$ cat src/rtl/ising_multi_sampler_if.sv
// ising_multi_sampler_if: control, oscillator and result signals between the run controller and its host.
// master drives the batch controls and the oscillator outputs.
// slave is the sampler: it drives core_rstn, busy, the per-run results and the voted result.
interface ising_multi_sampler_if #(
    parameter int N     = 3,
    parameter int CNT_W = 32,
    parameter int RUN_W = 8
);
    logic             start;
    logic             abort;
    logic [CNT_W-1:0] counter_max;
    logic [CNT_W-1:0] counter_cutoff;
    logic [RUN_W-1:0] num_runs;
    logic [N-1:0]     outputs_ver;
    logic [N-1:0]     outputs_hor;
    logic             core_rstn;
    logic             busy;
    logic [N-1:0]     run_phase;
    logic             run_valid;
    logic [RUN_W-1:0] run_idx;
    logic [N-1:0]     phase;
    logic             done;
    modport master (
        output start, abort, counter_max, counter_cutoff, num_runs, outputs_ver, outputs_hor,
        input  core_rstn, busy, run_phase, run_valid, run_idx, phase, done
    );
    modport slave (
        input  start, abort, counter_max, counter_cutoff, num_runs, outputs_ver, outputs_hor,
        output core_rstn, busy, run_phase, run_valid, run_idx, phase, done
    );
endinterface

$ cat src/rtl/ising_multi_sampler.sv
// ising_multi_sampler: sequences num_runs anneals of the oscillator core and majority-votes the measured spins.
// Ports: clk (system clock), ising_rst (async active-high reset),
//        bus (slave modport): start/abort/counter_max/counter_cutoff/num_runs/outputs_ver/outputs_hor in,
//        core_rstn/busy/run_phase/run_valid/run_idx/phase/done out.
module ising_multi_sampler #(
    parameter int N           = 3,
    parameter int CNT_W       = 32,
    parameter int RUN_W       = 8,
    parameter int RST_CYCLES  = 4,
    parameter int SYNC_STAGES = 2
) (
    input logic clk,
    input logic ising_rst,
    ising_multi_sampler_if.slave bus
);
    localparam int RC_W = $clog2(RST_CYCLES + 1);
    typedef enum logic [2:0] {IDLE, CORE_RST, MEASURE, DECIDE, FINISH} state_t;
    state_t           r_state;
    logic [N-1:0]     r_ver_s [SYNC_STAGES];
    logic [N-1:0]     r_hor_s [SYNC_STAGES];
    logic [CNT_W-1:0] r_max, r_cut, r_cyc;
    logic [CNT_W-1:0] r_mcnt [N];
    logic [RUN_W-1:0] r_vote [N];
    logic [RUN_W-1:0] r_runs, r_run;
    logic [RC_W-1:0]  r_rcnt;
    logic             r_core_rstn, r_busy, r_run_valid, r_done;
    logic [N-1:0]     r_run_phase, r_phase;
    logic [RUN_W-1:0] r_run_idx;
    logic [N-1:0]     w_mm, w_bits, w_phase;
    logic [CNT_W-1:0] w_win;
    logic             w_last, w_more;
    assign bus.core_rstn = r_core_rstn;
    assign bus.busy      = r_busy;
    assign bus.run_phase = r_run_phase;
    assign bus.run_valid = r_run_valid;
    assign bus.run_idx   = r_run_idx;
    assign bus.phase     = r_phase;
    assign bus.done      = r_done;
    assign w_mm   = r_ver_s[SYNC_STAGES-1] ^ r_hor_s[SYNC_STAGES-1];
    // counter_max of 0 still measures for one cycle
    assign w_last = r_cyc == ((r_max == '0) ? '0 : r_max - CNT_W'(1));
    assign w_win  = (r_cut >= r_max) ? '0 : r_max - r_cut;
    assign w_more = (r_run + RUN_W'(1)) < r_runs;
    // doubled counts compared one bit wider so 2*x cannot overflow; an empty window votes 0
    always_comb begin
        w_bits  = '0;
        w_phase = '0;
        for (int i = 0; i < N; i++) begin
            w_bits[i]  = (w_win != '0) && ({r_mcnt[i], 1'b0} > {1'b0, w_win});
            w_phase[i] = {r_vote[i], 1'b0} > {1'b0, r_runs};
        end
    end
    always_ff @(posedge clk or posedge ising_rst) begin
        if (ising_rst) begin
            for (int k = 0; k < SYNC_STAGES; k++) begin
                r_ver_s[k] <= '0;
                r_hor_s[k] <= '0;
            end
        end else begin
            r_ver_s[0] <= bus.outputs_ver;
            r_hor_s[0] <= bus.outputs_hor;
            for (int k = 1; k < SYNC_STAGES; k++) begin
                r_ver_s[k] <= r_ver_s[k-1];
                r_hor_s[k] <= r_hor_s[k-1];
            end
        end
    end
    always_ff @(posedge clk or posedge ising_rst) begin
        if (ising_rst) begin
            r_state     <= IDLE;
            r_max       <= '0;
            r_cut       <= '0;
            r_cyc       <= '0;
            r_runs      <= '0;
            r_run       <= '0;
            r_rcnt      <= '0;
            r_core_rstn <= 1'b0;
            r_busy      <= 1'b0;
            r_run_valid <= 1'b0;
            r_done      <= 1'b0;
            r_run_phase <= '0;
            r_phase     <= '0;
            r_run_idx   <= '0;
            for (int i = 0; i < N; i++) begin
                r_mcnt[i] <= '0;
                r_vote[i] <= '0;
            end
        end else begin
            r_run_valid <= 1'b0;
            r_done      <= 1'b0;
            if (bus.abort && r_state != IDLE) begin
                r_state     <= IDLE;
                r_busy      <= 1'b0;
                r_core_rstn <= 1'b0;
            end else begin
                case (r_state)
                    IDLE: if (bus.start && !bus.abort) begin
                        r_max   <= bus.counter_max;
                        r_cut   <= bus.counter_cutoff;
                        r_runs  <= (bus.num_runs == '0) ? RUN_W'(1) : bus.num_runs;
                        r_run   <= '0;
                        r_rcnt  <= '0;
                        r_busy  <= 1'b1;
                        r_state <= CORE_RST;
                        for (int i = 0; i < N; i++) begin
                            r_mcnt[i] <= '0;
                            r_vote[i] <= '0;
                        end
                    end
                    CORE_RST: if (r_rcnt == RC_W'(RST_CYCLES - 1)) begin
                        r_state     <= MEASURE;
                        r_core_rstn <= 1'b1;
                        r_cyc       <= '0;
                    end else begin
                        r_rcnt <= r_rcnt + RC_W'(1);
                    end
                    MEASURE: begin
                        for (int i = 0; i < N; i++)
                            if (r_cyc >= r_cut && w_mm[i] && !(&r_mcnt[i]))
                                r_mcnt[i] <= r_mcnt[i] + CNT_W'(1);
                        r_cyc   <= r_cyc + CNT_W'(1);
                        r_state <= w_last ? DECIDE : MEASURE;
                    end
                    DECIDE: begin
                        r_run_phase <= w_bits;
                        r_run_idx   <= r_run;
                        r_run_valid <= 1'b1;
                        r_run       <= r_run + RUN_W'(1);
                        r_core_rstn <= 1'b0;
                        r_rcnt      <= '0;
                        for (int i = 0; i < N; i++) begin
                            r_vote[i] <= r_vote[i] + RUN_W'(w_bits[i]);
                            r_mcnt[i] <= '0;
                        end
                        r_state <= w_more ? CORE_RST : FINISH;
                    end
                    FINISH: begin
                        r_phase <= w_phase;
                        r_done  <= 1'b1;
                        r_busy  <= 1'b0;
                        r_state <= IDLE;
                    end
                    default: r_state <= IDLE;
                endcase
            end
        end
    end
endmodule

$ cat src/flat_wrapper.sv
// flat-port wrapper written by rule: the top's interface ports become plain ports
module ising_multi_sampler_flat 
#(
    parameter int N           = 3,
    parameter int CNT_W       = 32,
    parameter int RUN_W       = 8,
    parameter int RST_CYCLES  = 4,
    parameter int SYNC_STAGES = 2
)
  (clk, ising_rst, bus_start, bus_abort, bus_counter_max, bus_counter_cutoff, bus_num_runs, bus_outputs_ver, bus_outputs_hor, bus_core_rstn, bus_busy, bus_run_phase, bus_run_valid, bus_run_idx, bus_phase, bus_done);
  ising_multi_sampler_if #(.N(N), .CNT_W(CNT_W), .RUN_W(RUN_W)) bus_i ();
  input logic clk;
  input logic ising_rst;
  input wire logic [$bits(bus_i.start)-1:0] bus_start;
  input wire logic [$bits(bus_i.abort)-1:0] bus_abort;
  input wire logic [$bits(bus_i.counter_max)-1:0] bus_counter_max;
  input wire logic [$bits(bus_i.counter_cutoff)-1:0] bus_counter_cutoff;
  input wire logic [$bits(bus_i.num_runs)-1:0] bus_num_runs;
  input wire logic [$bits(bus_i.outputs_ver)-1:0] bus_outputs_ver;
  input wire logic [$bits(bus_i.outputs_hor)-1:0] bus_outputs_hor;
  output wire logic [$bits(bus_i.core_rstn)-1:0] bus_core_rstn;
  output wire logic [$bits(bus_i.busy)-1:0] bus_busy;
  output wire logic [$bits(bus_i.run_phase)-1:0] bus_run_phase;
  output wire logic [$bits(bus_i.run_valid)-1:0] bus_run_valid;
  output wire logic [$bits(bus_i.run_idx)-1:0] bus_run_idx;
  output wire logic [$bits(bus_i.phase)-1:0] bus_phase;
  output wire logic [$bits(bus_i.done)-1:0] bus_done;
  assign bus_i.start = bus_start;
  assign bus_i.abort = bus_abort;
  assign bus_i.counter_max = bus_counter_max;
  assign bus_i.counter_cutoff = bus_counter_cutoff;
  assign bus_i.num_runs = bus_num_runs;
  assign bus_i.outputs_ver = bus_outputs_ver;
  assign bus_i.outputs_hor = bus_outputs_hor;
  assign bus_core_rstn = bus_i.core_rstn;
  assign bus_busy = bus_i.busy;
  assign bus_run_phase = bus_i.run_phase;
  assign bus_run_valid = bus_i.run_valid;
  assign bus_run_idx = bus_i.run_idx;
  assign bus_phase = bus_i.phase;
  assign bus_done = bus_i.done;
  ising_multi_sampler #(.N(N), .CNT_W(CNT_W), .RUN_W(RUN_W), .RST_CYCLES(RST_CYCLES), .SYNC_STAGES(SYNC_STAGES)) u_core (.clk(clk), .ising_rst(ising_rst), .bus(bus_i));
endmodule
$ cat config.mk
export PLATFORM = sky130hd
export DESIGN_NAME = ising_multi_sampler_flat
export DESIGN_NICKNAME = d
export VERILOG_FILES = /design/src/rtl/ising_multi_sampler_if.sv /design/src/rtl/ising_multi_sampler.sv /design/src/flat_wrapper.sv
export SDC_FILE = /design/constraint.sdc
export NUM_CORES = 1
export LEC_CHECK = 0
export CAP_MARGIN = 20
export CORE_MARGIN = 4
export CORE_UTILIZATION = 57
export CTS_BUF_LIST = sky130_fd_sc_hd__clkbuf_4
export CTS_CLUSTER_SIZE = 12
export DETAILED_ROUTE_END_ITERATION = 12
export PLACE_DENSITY = 0.84
export SYNTH_ARGS = -nofsm -noshare
export SYNTH_HDL_FRONTEND = slang
export SYNTH_SLANG_ARGS = --single-unit
$ cat constraint.sdc
create_clock -name clk -period 7.5 [get_ports clk]
set_input_delay 0.75 -clock clk [delete_from_list [all_inputs] [get_ports clk]]
set_output_delay 0.75 -clock clk [all_outputs]
set_load 0.005 [all_outputs]
Word-level counts from Yosys, hierarchy flattened
Index checks and enable logic that the tools add are counted.
{"block": "totals", "reg_bits": 268, "output_inout_bits": 18, "in_bits": 82, "wordCells": 134}
{"block": "op_classes", "n_bitwise": 2, "n_lt_le_gt_ge": 9, "eq_ne": 14, "reduce_logical": 41, "add_sub_neg": 11, "mux": 33}
{"cell": "case mux 96 bit (3 select lines)", "n": 1}
{"cell": "2-to-1 mux 32 bit", "n": 6}
{"cell": "adder 32 x 1 -> 32 bit (second input constant)", "n": 4}
{"cell": "greater-than comparator 33 x 32 -> 1 bit", "n": 3}
{"cell": "2-to-1 mux 96 bit", "n": 1}
{"cell": "AND reduction 32 bit", "n": 3}
{"cell": "greater-or-equal comparator 32 bit", "n": 2}
{"cell": "case mux 32 bit (2 select lines)", "n": 1}
{"cell": "case mux 24 bit (2 select lines)", "n": 1}
{"cell": "equality test 32 bit", "n": 1}
{"cell": "zero test 32 bit", "n": 1}
{"cell": "nonzero test 32 bit", "n": 1}
{"cell": "subtractor 32 x 1 -> 32 bit (second input constant)", "n": 1}
{"cell": "subtractor 32 bit", "n": 1}
{"cell": "greater-than comparator 9 x 8 -> 1 bit", "n": 3}
{"cell": "adder 8 x 1 -> 8 bit", "n": 3}
{"cell": "2-to-1 mux 24 bit", "n": 1}
{"cell": "2-to-1 mux 3 bit", "n": 6}
{"cell": "2-to-1 mux 8 bit", "n": 2}
{"cell": "case mux 8 bit (2 select lines)", "n": 1}
{"cell": "AND reduction 4 bit", "n": 4}
{"cell": "nonzero test 3 bit", "n": 5}
{"cell": "case mux 3 bit (4 select lines)", "n": 1}
{"cell": "logical AND 1 bit", "n": 11}
{"cell": "20 further kinds", "n": 46}

Logic depth before layout (Yosys ltp)
{"block": "logic_depth", "word_depth": 6, "depth_mapped": 30, "mapped_depth_nobuf": 29}

Worst setup path before layout
Ideal clock, no wire load.
{"block": "synth_timing", "path_type": "reg2reg", "startpoint": "register u_core.r_max[15]", "endpoint": "register u_core.r_vote[23] (netlist bit)", "period_less_slack_ns": 5.418, "setup_time_ns": 0.132, "t_arrival_ns": 5.286, "required_time_ns": 7.368, "stages_incl_launch_ff": 27, "setup_slack_ns": 2.082, "n_path_buf": 1, "path_cell_list": "dfrtp_1 -> ha_1 -> clkbuf_1 -> nand2_1 -> nor3_1 -> o21ai_1 -> a2111oi_0 -> nor2_1 -> o21ai_0 -> xor2_1 -> nand2_1 -> ha_1 -> nand4_1 -> or4_1 -> nor4_1 -> nand2_1 -> nor4_1 -> o21ai_0 -> nand4_1 -> o22ai_1 -> nor2_1 -> ha_1 -> nand3_1 -> nor2_1 -> nand3_1 -> xnor2_1 -> nor2_1"}
{"block": "synth_between", "elab_chain_len": 6, "elab_cells_between_ends": 8, "classes_between": "add/sub: 2; order compare: 2; mux: 2; reduce/logical: 2"}
{"item": "start, declared", "line_no": "ising_multi_sampler.sv:21", "rtl": "logic [CNT_W-1:0] r_max, r_cut, r_cyc;"}
{"item": "start signal, assigned", "line_no": "ising_multi_sampler.sv:98", "rtl": "r_max <= bus.counter_max;"}
{"item": "subtractor 32 bit or greater-or-equal comparator 32 bit (tied branches)", "line_no": "ising_multi_sampler.sv:42", "rtl": "assign w_win = (r_cut >= r_max) ? '0 : r_max - r_cut;"}
{"item": "2-to-1 mux 32 bit *", "line_no": "ising_multi_sampler.sv:42"}
{"item": "greater-than comparator 33 x 32 -> 1 bit or nonzero test 32 bit (tied branches)", "line_no": "ising_multi_sampler.sv:49", "rtl": "w_bits[i] = (w_win != '0) && ({r_mcnt[i], 1'b0} > {1'b0, w_win});"}
{"item": "logical AND 1 bit *", "line_no": "ising_multi_sampler.sv:49"}
{"item": "named net u_core.w_bits[0]", "line_no": "ising_multi_sampler.sv:29", "rtl": "logic [N-1:0] w_mm, w_bits, w_phase;"}
{"item": "adder 8 x 1 -> 8 bit *", "line_no": "ising_multi_sampler.sv:132", "rtl": "r_vote[i] <= r_vote[i] + RUN_W'(w_bits[i]);"}
{"item": "case mux 24 bit (2 select lines) *", "line_no": "ising_multi_sampler.sv:96", "rtl": "case (r_state)"}
{"item": "end signal, assigned by index", "line_no": "ising_multi_sampler.sv:132"}
{"item": "end, declared", "line_no": "ising_multi_sampler.sv:23", "rtl": "logic [RUN_W-1:0] r_vote [N];"}
The timed path passes the listed nets; every way through them passes the cells marked *.
A chain may end at the register's enable or synchronous reset.

Worst setup path after layout
{"block": "layout_timing", "startpoint": "register u_core.r_max[0]", "endpoint": "register u_core.r_vote[21] (netlist bit)"}
The elaborated chain is that of the path after synthesis.

==> results.tsv <==
stage	metric	value	unit
job	max_cap_violations	0	
worst_setup_path	worst_path_max_delay_cell	a2111oi_1	
place	place_area	20700	um2
grt	grt_pass1_wl	95300	um
timing	finalHoldViolations	0	
cells_and_area	design_area	21600	um2
synth	synth_cell_types	78	
cts	clock-sinks	268	
drt	wl_per_cell	20.5	um
place	place.gp.congestion	1.02	
cts	clk_pin_slew	0.07	ns
pwr	power.leakage	9.96	nW
cts	htreeDepth	3	
place	dpl.cell_count	2768	
place	dpl_worst_slack	0.841	ns
timing	tightest_slew	1.17	ns
cts	tritoncts	yes	
cts	clockRootBuffer	clkbuf_4	
synth	synth_edf_count	0	
synth	yosysSeqAreaShare	0.347	
worst_setup_path	r2r_cells	28	
drt	postRouteWirelength	59400	um
worst_setup_path	regToRegSetupSlack	0.90	ns
floorplan	start_util	0.577	
cts	ctsHoldBuffers	0	
grt	grt_overflow_total	0	
timing	finalCritPeriodShare	0.879	
floorplan	io_pins	100	
synth	synthesis.area	19300	um2
grt	grt_pass1_vias	18100	
worst_setup_path	critPathLaunchType	flip-flop	
cells_and_area	fin_nets	2680	
synth	async_flop_share	1.00	
cells_and_area	instances_no_fill	2903	
timing	max_freq	152	MHz
worst_setup_path	end_kind	flip-flop	
cells_and_area	seq_area	6710	um2
synth	yosysWarnings	0	
timing	fin_tns_setup	0	ns
place	io_buffers	99	
cells_and_area	postLayoutCoreUtil	0.645	
worst_setup_path	r2r-end	u_core.r_vote[21]	
timing	period_needed	6.60	ns
cells_and_area	n_fill_cell	2808	
cts	cts_buffers	76	
worst_setup_path	worstSetupPathType	reg2reg	
timing	setup_ws	0.904	ns
hold_path	holdCritPathClass	reg2reg	
synth	synth_nets	2590	
floorplan	die-area	37000	um2
pwr	irDropWorstVdd	0.148	mV
pwr	powerDensity	232	nW/um2
pwr	p_total	5.02	mW
grt	grt_use_total	0.323	
worst_setup_path	max_stage_delay	0.80	ns
hold_path	hold_path_depth	0	
cells_and_area	drive_gt1_frac	0.0718	
cells_and_area	multiInputGateArea	12000	um2
timing	clock_skew	0.0684	ns
cells_and_area	syn_to_final_growth	11.8	%
cts	cts_max_path_buffers	3	
worst_setup_path	required	8.13	ns
grt	grt_max_degree	165	
drt	dr.pass1.iters	8	
worst_setup_path	worstPathMaxFanout	6	
worst_setup_path	arrival	7.23	ns
synth	synth-main-ff-cell	dfrtp_1	
drt	drc_errors	0	
run_status	status	finished clean	
worst_setup_path	r2r_start	u_core.r_max[0]	
grt	antenna_found_initial	2	
synth	synth_area_per_cell	8.38	um2
worst_setup_path	crit_end	u_core.r_vote[21]	
timing	drv_slew	0	
timing	holdWs	0.348	ns
floorplan	core_area	33500	um2
place	dp_hpwl	44000	um
synth	syn_inst	2308	
timing	maxSlewHeadroom	0.214	
synth	ys_ff_latch	268	
worst_setup_path	critPathLaunch	u_core.r_max[0]	
floorplan	fp.dieH	192	um
drt	final_antenna_net_count	0	
drt	vias_per_cell	6.35	
worst_setup_path	cp_common_cell	nor2_1	
drt	drtIter0Drc	1584	
floorplan	die_w	192	um
drt	vias	18400	
timing	setup_viol	0	
floorplan	num_rows	67	
timing	rsz0062_at_grt	false	
cts	insertion_delay	0.80	ns
## metal layers
layer  track usage  routed length [um]
met5             0                   0
met4         0.159                2940
met3        0.0682                4930
met2         0.515               27500
met1         0.419               24100
## logic make-up after synthesis
family	synth area share
adders and majority gates	0.130
muxes	0.00640
AOI/OAI and AO/OA	0.144
xor gates and xnor gates	0.0746
DFF	0.347
and+or+nand+nor	0.263
buffers and inverters	0.0358
## registers in the layout, summed over array words and instances (netlist names), 3 cells and up
| name | flops |
|---|---|
| u_core.bus.phase | 3 |
| u_core.bus.run_idx | 8 |
| u_core.bus.run_phase | 3 |
| u_core.r_cut | 32 |
| u_core.r_cyc | 32 |
| u_core.r_hor_s | 6 |
| u_core.r_max | 32 |
| u_core.r_mcnt | 96 |
| u_core.r_rcnt | 3 |
| u_core.r_run | 8 |
| u_core.r_runs | 8 |
| u_core.r_state | 3 |
| u_core.r_ver_s | 6 |
| u_core.r_vote | 24 |
## what timing repair did
item                       in CTS  in global routing
setup buffers                   0                  0
gates resized for setup         0                  1
setup endpoints to repair       0                  1
## power by group
part | switching (mW) | internal (mW) | leakage (nW)
sequential | 0.109 | 1.53 | 3.59
clock | 0.667 | 0.666 | 0.551
combinational | 1.32 | 0.723 | 5.83
total | 2.10 | 2.92 | 9.96
## area by class of cell
type / count / share of cell area
multi-input combinational: 1857 / 0.555
timing repair buffer: 119 / 0.0534
inverter: 76 / 0.0134
antenna: 4 / 0.000463
clock inverter: 22 / 0.00405
tap: 448 / 0.0259
clock buffer: 109 / 0.0378
sequential: 268 / 0.310
## how the worst min path moves through the flow
stage                        endpoint  slack (ns)              start
finish              u_core.r_hor_s[1]        0.35  u_core.r_hor_s[4]
global route        u_core.r_hor_s[1]        0.35  u_core.r_hor_s[4]
CTS                 u_core.r_hor_s[1]        0.35  u_core.r_hor_s[4]
detailed placement  u_core.r_hor_s[1]        0.34  u_core.r_hor_s[4]
global placement    u_core.r_ver_s[2]        0.33  u_core.r_ver_s[5]
floorplan           u_core.r_hor_s[0]        0.33  u_core.r_hor_s[3]
## critical path, delay by kind of cell (launching register included)
kind / cells / cell delay [ns]
xor gates and xnor gates: 2 / 0.31
DFF: 1 / 0.41
and+or+nand+nor: 14 / 2.77
AOI/OAI and AO/OA: 6 / 1.76
buffers and inverters: 2 / 0.17
adders and majority gates: 4 / 0.99
## cells in the mapped netlist, types with 28 or more instances
master | n | share of area
nand2_1 | 338 | 0.066
dfrtp_1 | 268 | 0.35
nor2_1 | 214 | 0.042
ha_1 | 199 | 0.13
o21ai_0 | 132 | 0.034
xnor2_1 | 111 | 0.050
a21oi_1 | 103 | 0.027
clkbuf_1 | 101 | 0.020
nand3_1 | 96 | 0.025
nand4_1 | 77 | 0.025
inv_1 | 76 | 0.015
nor3_1 | 74 | 0.019
xor2_1 | 52 | 0.024
nor4_1 | 44 | 0.014
and3_1 | 42 | 0.014
a21o_1 | 37 | 0.014
nor2b_1 | 28 | 0.0091
## cells in the final DEF, fill, tap and decap left out, types with 43 or more instances in the layout
master           synthesis  final
nand2_1                338    338
dfrtp_1                268    268
nor2_1                 214    212
ha_1                   199    199
o21ai_0                132    132
xnor2_1                111    111
clkbuf_4                 0    109
a21oi_1                103    102
clkdlybuf4s50_1          0     99
nand3_1                 96     96
nand4_1                 77     77
inv_1                   76     75
nor3_1                  74     74
xor2_1                  52     52
nor4_1                  44     43
Note: power is estimated with default switching activity, not from simulation.
